File: src/rtl/gpu_pkg.sv
// Shared encodings for the GPU core: scheduler states, fetcher/LSU handshakes
// and the opcode map used by the decoder.
package gpu_pkg;

  typedef enum logic [2:0] {
    CORE_IDLE    = 3'b000,
    CORE_FETCH   = 3'b001,
    CORE_DECODE  = 3'b010,
    CORE_REQUEST = 3'b011,
    CORE_WAIT    = 3'b100,
    CORE_EXECUTE = 3'b101,
    CORE_UPDATE  = 3'b110,
    CORE_DONE    = 3'b111
  } core_state_e;

  localparam logic [2:0] FETCHER_FETCHED = 3'b010;

  typedef enum logic [1:0] {
    LSU_IDLE       = 2'b00,
    LSU_REQUESTING = 2'b01,
    LSU_WAITING    = 2'b10,
    LSU_DONE       = 2'b11
  } lsu_state_e;

  localparam logic [3:0] OP_NOP   = 4'b0000;
  localparam logic [3:0] OP_BRNZP = 4'b0001;
  localparam logic [3:0] OP_CMP   = 4'b0010;
  localparam logic [3:0] OP_ADD   = 4'b0011;
  localparam logic [3:0] OP_SUB   = 4'b0100;
  localparam logic [3:0] OP_MUL   = 4'b0101;
  localparam logic [3:0] OP_DIV   = 4'b0110;
  localparam logic [3:0] OP_LDR   = 4'b0111;
  localparam logic [3:0] OP_STR   = 4'b1000;
  localparam logic [3:0] OP_CONST = 4'b1001;
  localparam logic [3:0] OP_RET   = 4'b1111;

endpackage

File: src/rtl/lsu_wait_check.sv
// Reduces per-lane LSU status over the active-lane mask into a single
// "WAIT may exit" flag; inactive lanes never hold the scheduler.
module lsu_wait_check
  import gpu_pkg::*;
#(
  parameter int THREADS = 4
) (
  input  logic [2*THREADS-1:0] lsu_state_i,
  input  logic [THREADS-1:0]   active_mask_i,
  input  logic                 mem_op_i,
  output logic                 wait_clear_o
);

  always_comb begin
    wait_clear_o = 1'b1;
    for (int i = 0; i < THREADS; i++) begin
      if (active_mask_i[i]) begin
        if (lsu_state_i[2*i +: 2] == LSU_REQUESTING ||
            lsu_state_i[2*i +: 2] == LSU_WAITING)
          wait_clear_o = 1'b0;
        // A memory op must see DONE, so a lane still IDLE cannot slip through.
        if (mem_op_i && lsu_state_i[2*i +: 2] != LSU_DONE)
          wait_clear_o = 1'b0;
      end
    end
  end

endmodule

File: src/rtl/warp_scheduler.sv
// Per-core instruction-cycle sequencer for one block of threads.
//   state   | meaning
//   IDLE    | waiting for a start from the dispatcher
//   FETCH   | fetcher reading the instruction at current_pc
//   DECODE  | decoder outputs settle
//   REQUEST | LSUs issue memory requests
//   WAIT    | hold until active lanes' LSUs are quiet
//   EXECUTE | ALUs compute
//   UPDATE  | shared PC advances from lane 0, divergence sampled
//   DONE    | block retired; held until reset
module warp_scheduler
  import gpu_pkg::*;
#(
  parameter int THREADS_PER_BLOCK = 4,
  parameter int PC_BITS           = 8
) (
  input  logic                                   clk,
  input  logic                                   reset,
  input  logic                                   start,
  input  logic [$clog2(THREADS_PER_BLOCK):0]     thread_count,
  input  logic                                   decoded_mem_read_enable,
  input  logic                                   decoded_mem_write_enable,
  input  logic                                   decoded_done,
  input  logic [2:0]                             fetcher_state,
  input  logic [2*THREADS_PER_BLOCK-1:0]         lsu_state,
  input  logic [PC_BITS*THREADS_PER_BLOCK-1:0]   next_pc,
  output logic [PC_BITS-1:0]                     current_pc,
  output logic [2:0]                             core_state,
  output logic                                   done,
  output logic                                   divergence
);

  localparam int CNT_W = $clog2(THREADS_PER_BLOCK) + 1;

  core_state_e                  state_q, state_d;
  logic        [PC_BITS-1:0]    pc_q, pc_d;
  logic        [CNT_W-1:0]      count_q, count_d;
  logic                         done_q, done_d;
  logic                         div_q, div_d;

  logic [THREADS_PER_BLOCK-1:0] active_mask;
  logic                         wait_clear;
  logic                         lane_diverge;

  always_comb begin
    active_mask = '0;
    for (int i = 0; i < THREADS_PER_BLOCK; i++)
      active_mask[i] = (CNT_W'(i) < count_q);
  end

  always_comb begin
    lane_diverge = 1'b0;
    for (int i = 1; i < THREADS_PER_BLOCK; i++)
      if (active_mask[i] && (next_pc[PC_BITS*i +: PC_BITS] != next_pc[PC_BITS-1:0]))
        lane_diverge = 1'b1;
  end

  lsu_wait_check #(
    .THREADS (THREADS_PER_BLOCK)
  ) u_lsu_wait_check (
    .lsu_state_i   (lsu_state),
    .active_mask_i (active_mask),
    .mem_op_i      (decoded_mem_read_enable | decoded_mem_write_enable),
    .wait_clear_o  (wait_clear)
  );

  always_ff @(posedge clk) begin
    if (reset) begin
      state_q <= CORE_IDLE;
      pc_q    <= '0;
      count_q <= '0;
      done_q  <= 1'b0;
      div_q   <= 1'b0;
    end else begin
      state_q <= state_d;
      pc_q    <= pc_d;
      count_q <= count_d;
      done_q  <= done_d;
      div_q   <= div_d;
    end
  end

  always_comb begin
    state_d = state_q;
    pc_d    = pc_q;
    count_d = count_q;
    done_d  = done_q;
    div_d   = div_q;
    case (state_q)
      CORE_IDLE: begin
        if (start) begin
          if (thread_count != '0) begin
            count_d = thread_count;
            state_d = CORE_FETCH;
          end else begin
            state_d = CORE_DONE;
            done_d  = 1'b1;
          end
        end
      end
      CORE_FETCH: begin
        if (fetcher_state == FETCHER_FETCHED)
          state_d = CORE_DECODE;
      end
      CORE_DECODE:  state_d = CORE_REQUEST;
      CORE_REQUEST: state_d = CORE_WAIT;
      CORE_WAIT: begin
        if (wait_clear)
          state_d = CORE_EXECUTE;
      end
      CORE_EXECUTE: state_d = CORE_UPDATE;
      CORE_UPDATE: begin
        if (lane_diverge)
          div_d = 1'b1;
        if (decoded_done) begin
          state_d = CORE_DONE;
          done_d  = 1'b1;
        end else begin
          pc_d    = next_pc[PC_BITS-1:0];
          state_d = CORE_FETCH;
        end
      end
      CORE_DONE: state_d = CORE_DONE;
      default:   state_d = CORE_IDLE;
    endcase
  end

  assign current_pc = pc_q;
  assign core_state = state_q;
  assign done       = done_q;
  assign divergence = div_q;

endmodule
File: config.mk
export PLATFORM = sky130hd
export DESIGN_NAME = warp_scheduler
export DESIGN_NICKNAME = d
export VERILOG_FILES = /design/src/rtl/gpu_pkg.sv /design/src/rtl/lsu_wait_check.sv /design/src/rtl/warp_scheduler.sv
export SDC_FILE = /design/constraint.sdc
export NUM_CORES = 1
export LEC_CHECK = 0
export BUFFER_PORTS_ARGS = -buffer_cell sky130_fd_sc_hd__clkbuf_2
export CORE_ASPECT_RATIO = 0.7
export CORE_MARGIN = 10
export CORE_UTILIZATION = 30
export DETAILED_ROUTE_END_ITERATION = 10
export PLACE_DENSITY = 0.55
export RECOVER_POWER = 25
export SKIP_LAST_GASP = 1
export SLEW_MARGIN = 40
export SYNTH_ARGS = -nofsm -noshare
export SYNTH_HDL_FRONTEND = slang
export SYNTH_HIERARCHICAL = 1
export SYNTH_SLANG_ARGS = --single-unit
File: constraint.sdc
create_clock -name clk -period 1.7 [get_ports clk]
set_input_delay 0.17 -clock clk [delete_from_list [all_inputs] [get_ports clk]]
set_output_delay 0.17 -clock clk [all_outputs]
set_load 0.02 [all_outputs]
# == Yosys cells after proc, flatten, opt, wreduce, memory -nomap -nowiden ==
# Cells that the tools add are included.
# op_classes
div,0
n_mux,25
mul,0
n_eq_ne,28
bitwise_logic,2
n_shift,0
n_lt_le_gt_ge,4
reduce_logical,19
add_sub_neg,0
# op_table
cell,count
$ne A8 B8 Y1,3
$pmux W3 S8,1
$mux W1,18
$ne A2 B2 Y1 const B,8
$mux W3,5
$eq A3 B3 Y1 const B,4
$eq A3 B2 Y1 const B,3
$eq A2 B1 Y1 const B,4
$eq A2 B2 Y1 const B,4
$logic_and A1 B1 Y1,7
$lt A1 B3 Y1 const A,2
$lt A2 B3 Y1 const A,2
$reduce_and A3 Y1,2
$logic_or A1 B1 Y1,4
$reduce_and A2 Y1,2
$reduce_and A4 Y1,1
$eq A3 B1 Y1 const B,1
$logic_not A3 Y1,1
$reduce_bool A3 Y1,1
$ne A2 B1 Y1 const B,1
$pmux W1 S2,1
$reduce_bool A2 Y1,1
$not A1 Y1,1
$or A1 B1 Y1,1
# totals
ff_bits,16
ramBits,0
inputBits,52
mem_count,0
mem_bits_ro,0
word_cells,83
latchBits,0

# == Depth between registers and ports, before layout ==
# depth
depth_word,16
mapped_depth,8
depth_no_buf,8

# == Hierarchy ==
# Netlist, hierarchy kept.
# modules_own_cells
mod,seq_area_each_um2,cells_each,area_per_inst_um2,n_inst
warp_scheduler,320.3,115,977.2,1
lsu_wait_check,0.0,13,103.8,1

# == Worst setup path before layout ==
# OpenSTA, ideal clock, no wires.
# synth_path
path_kind,flip-flop to flip-flop
from,register state_q[2] (netlist: core_state[2])
to,register pc_q[0] (netlist: current_pc[0])
arrival_time_ns,1.328
setup_time_ns,0.128
stages_incl_launch_ff,6
setup_slack_ns,0.244
synth_period_minus_slack_ns,1.456
required_ns,1.572
n_path_buf,2
path_cell_list,dfxtp_1 -> clkbuf_1 -> nor3b_1 -> buf_4 -> mux2i_1 -> nor2_1
# synth_between
elab_chain_len,2
# synth_rtl
element,line,text
from (decl),warp_scheduler.sv:35,"core_state_e state_q, state_d;"
from (signal assigned),warp_scheduler.sv:75,state_q <= state_d;
$eq A3 B3 Y1,warp_scheduler.sv:89,case (state_q)
$reduce_and A2 Y1 (no source line),n/a,
to (signal assigned),warp_scheduler.sv:76,pc_q <= pc_d;
to (decl),warp_scheduler.sv:36,"logic [PC_BITS-1:0] pc_q, pc_d;"
# No other way between the ends.
# A chain may end at the register's enable or synchronous reset.

# == Worst setup path in the final report ==
# layout_path
from,register count_q[2]
to,register state_q[0] (netlist: core_state[0])
# layout_between
elab_chain_len,13
word_cells_on_any_way,16
cone_classes,order compare: 4; eq/ne: 1; mux: 10; reduce/logical: 1
# layout_rtl
element,line,text
from (decl),warp_scheduler.sv:37,"logic [CNT_W-1:0] count_q, count_d;"
from (signal assigned),warp_scheduler.sv:77,count_q <= count_d;
$lt A1 B3 Y1 *,warp_scheduler.sv:48,active_mask[i] = (CNT_W'(i) < count_q);
via active_mask[0],warp_scheduler.sv:41,logic [THREADS_PER_BLOCK-1:0] active_mask;
$mux W1 *,lsu_wait_check.sv:17,if (active_mask_i[i]) begin
$mux W1,lsu_wait_check.sv:18,if (lsu_state_i[2*i +: 2] == LSU_REQUESTING ||
$mux W1,lsu_wait_check.sv:22,if (mem_op_i && lsu_state_i[2*i +: 2] != LSU_DONE)
$mux W1 *,lsu_wait_check.sv:17,
$mux W1,lsu_wait_check.sv:18,
$mux W1,lsu_wait_check.sv:22,
$mux W1 *,lsu_wait_check.sv:17,
$mux W1,lsu_wait_check.sv:18,
$mux W1,lsu_wait_check.sv:22,
$mux W1 *,lsu_wait_check.sv:17,
via wait_clear,warp_scheduler.sv:42,logic wait_clear;
$ne A2 B1 Y1 (no source line) *,n/a,
$reduce_and A3 Y1 (no source line) *,n/a,
# The timed path passes the listed nets; every way through them passes the cells marked *.

==> impl_metrics.json <==
{
  "fp.dieArea_mm2": 0.00644,
  "grt_pass1_vias": 1159,
  "initialDrtViolationCount": 92,
  "post_cts.repair.setup_buffers": 0,
  "post_synth_num_cell_types": 34,
  "routed-via-count": 1165,
  "hold_class": "input pin to register",
  "yosysSeqAreaShare": 0.296,
  "worst-endpoint-arrival_ns": 1.56,
  "grt_overflow_total": 0,
  "place.port_buffers": 64,
  "cts.hold.buffers_added": 0,
  "cts-root-to-sink-buffers": 2,
  "netlist.area_leader.share": 0.296,
  "final_cell_area_mm2": 0.00151,
  "r2r.worst_path.cells": 7,
  "syn-mean-instance-area_um2": 8.45,
  "critical_path_required_ns": 1.88,
  "dpl_cell_area_mm2": 0.00147,
  "async_flop_share": 0,
  "synth_enable_flop_cells": 0,
  "global_route_wire_length_before_repair_um": 5540,
  "placement.setup.worst_slack_ns": 0.299,
  "power_density_mw_per_mm2": 660,
  "yosysMostFrequentCell": "sky130_fd_sc_hd__xor2_1",
  "report.final.slew_viol_count": 0,
  "worstHoldStart": "thread_count[0]",
  "synthesis.nets": 184,
  "floorplan.die.width_um": 91.8,
  "setup_viol": 0,
  "die-height_um": 70.2,
  "synth_seq_cells": 16,
  "layout.filler_cells": 343,
  "p_leak_nw": 0.685,
  "drt_drc_violations_left": 0,
  "critical_path.endpoint_type": "register",
  "rsz0062_at_grt": "false",
  "whs_path_depth": 3,
  "cts-resized-gates": 0,
  "cts_made_buffers": 3,
  "detailed_place_hpwl_um": 2980,
  "finalCriticalPeriod_ns": 1.39,
  "clkSlewWorstSetupHoldPaths_ns": 0.06,
  "netlist_instances": 128,
  "worstSetupPathType": "register to register",
  "detail_route.wirelength_um": 3390,
  "drive_above_1_share": 0.356,
  "count_of_max_cap_constraint_violations": 0,
  "synth.top_cells.by_area": "sky130_fd_sc_hd__dfxtp_1 (30%), sky130_fd_sc_hd__xor2_1 (19%), sky130_fd_sc_hd__mux2i_1 (7.4%), sky130_fd_sc_hd__ha_1 (4.6%), sky130_fd_sc_hd__nor2_1 (4.2%)",
  "synth_common_cells": "sky130_fd_sc_hd__xor2_1 (24), sky130_fd_sc_hd__dfxtp_1 (16), sky130_fd_sc_hd__nor2_1 (12)",
  "fin_setup_tns_ns": 0,
  "critical_path.startpoint_type": "register",
  "worst_slew_pin_slew_ns": 0.449,
  "reg2reg_setup_slack_ns": 0.31,
  "final.setup_skew_ns": 0.00231,
  "synth_flop_cell": "sky130_fd_sc_hd__dfxtp_1",
  "maximum_achievable_frequency_ghz": 0.721,
  "final_critical_path_setup_slack_ns": 0.314,
  "drt-wirelength-per-cell_um": 13.9,
  "run_status": "finished, final reports clean",
  "viasPerCell": 4.77,
  "core_mm2": 0.00349,
  "period_utilization": 0.815,
  "placement_rows": 18,
  "initial_utilization": 0.310,
  "slew-limit-headroom": 0.698,
  "cts.root.buffer_cell": "sky130_fd_sc_hd__clkbuf_8",
  "irDropWorstVdd_v": 0.000512,
  "timing.rr.start": "count_q[2]",
  "htree_levels": 1,
  "gp_congestion": 0.906,
  "critical_path.max_fanout": 6,
  "top_level_ports": 65,
  "final_antenna_net_count": 0,
  "tritoncts": "built",
  "groute.usage.overall": 0.100,
  "antenna_cells_inserted": 0,
  "min_to": "count_q[0]",
  "post_synth_instance_area_mm2": 0.00108,
  "hold_viol": 0,
  "ys.warnings.count": 6,
  "latest_clock_arrival_within_the_worst_skew_pair_ns": 0.24,
  "post-layout-total-power_uw": 997,
  "drt_pre_antenna_iters": 4,
  "final_core_utilization": 0.433,
  "finish.net_count": 251,
  "synthToLayoutAreaGrowth_pct": 39.8,
  "tritoncts_num_sinks": 16,
  "regToRegEndpoint": "core_state[0]",
  "antenna_found_initial": 0,
  "synth_top_area_cell": "sky130_fd_sc_hd__dfxtp_1",
  "grt_max_degree": 17
}
metal layers:
layer / up-vias / wire length (um) / track usage
li1: 586 / - / -
met1: 539 / 1390 / 0.122
met2: 38 / 1730 / 0.176
met3: 2 / 238 / 0.0256
met4: 0 / 21 / 0.0154
met5: - / 0 / 0
report_power, final:
group          switching [mW]  internal [mW]
Combinational           0.137          0.130
Sequential             0.0138          0.390
Clock                   0.122          0.205
worst max-delay path: stages, from the launching register on:
cell and delay (ns):
sky130_fd_sc_hd__dfxtp_1 0.35, sky130_fd_sc_hd__or3_1 0.38, sky130_fd_sc_hd__o21ai_1 0.07, sky130_fd_sc_hd__and4_1 0.19
sky130_fd_sc_hd__a21oi_1 0.07, sky130_fd_sc_hd__nand2_1 0.06, sky130_fd_sc_hd__o21ai_0 0.07, sky130_fd_sc_hd__a21oi_1 0.14
area by class of cell:
cell class | instances | area [um2] | share of cell area
Multi-Input combinational cell | 103 | 721 | 0.477
Tap cell | 50 | 62.6 | 0.0414
Timing Repair Buffer | 68 | 342 | 0.226
Sequential cell | 16 | 320 | 0.212
Clock buffer | 4 | 55.1 | 0.0364
Inverter | 3 | 11.3 | 0.00745
state kept, by name, summed over array words and instances, names as in the netlist:
register    flops
core_state      3
count_q         3
divergence      1
current_pc      8
done            1
metrics by stage:
step                      std cells  hold slack [ns]
final                           244            0.243
after detailed placement        240            0.472
after global routing            244            0.251
after CTS                       244            0.235
after global placement          240            0.461
after floorplan                 128            0.317
cell families (layout without fill, tap and decap cells):
group,after synthesis,after routing,synth area share
flops,16,16,0.296
buf+inv,9,75,0.0370
xor+xnor,24,24,0.194
simple gates,39,39,0.199
fa+ha+maj,4,4,0.0463
compound gates,28,28,0.153
mux,8,8,0.0741
worst max path at each step:
stage	startpoint	to	slack, ns	cells after the start
floorplan	core_state[2]	current_pc[0]	0.24	5
global placement	next_pc[7]	divergence	0.31	6
detailed placement	decoded_mem_write_enable	core_state[0]	0.30	9
CTS	count_q[2]	core_state[0]	0.30	7
global route	count_q[2]	core_state[0]	0.15	7
finish	count_q[2]	core_state[0]	0.31	7
cell usage in the layout (no fill, tap or decap), types with 5 or more instances in the layout:
| master | instances |
|---|---|
| sky130_fd_sc_hd__nand2_1 | 5 |
| sky130_fd_sc_hd__a21oi_1 | 6 |
| sky130_fd_sc_hd__o21ai_0 | 7 |
| sky130_fd_sc_hd__clkbuf_2 | 57 |
| sky130_fd_sc_hd__mux2i_1 | 8 |
| sky130_fd_sc_hd__clkbuf_1 | 7 |
| sky130_fd_sc_hd__nor2_1 | 12 |
| sky130_fd_sc_hd__nor4_1 | 6 |
| sky130_fd_sc_hd__dfxtp_1 | 16 |
| sky130_fd_sc_hd__xor2_1 | 24 |
No activity file was read; power rests on OpenSTA's default activity.
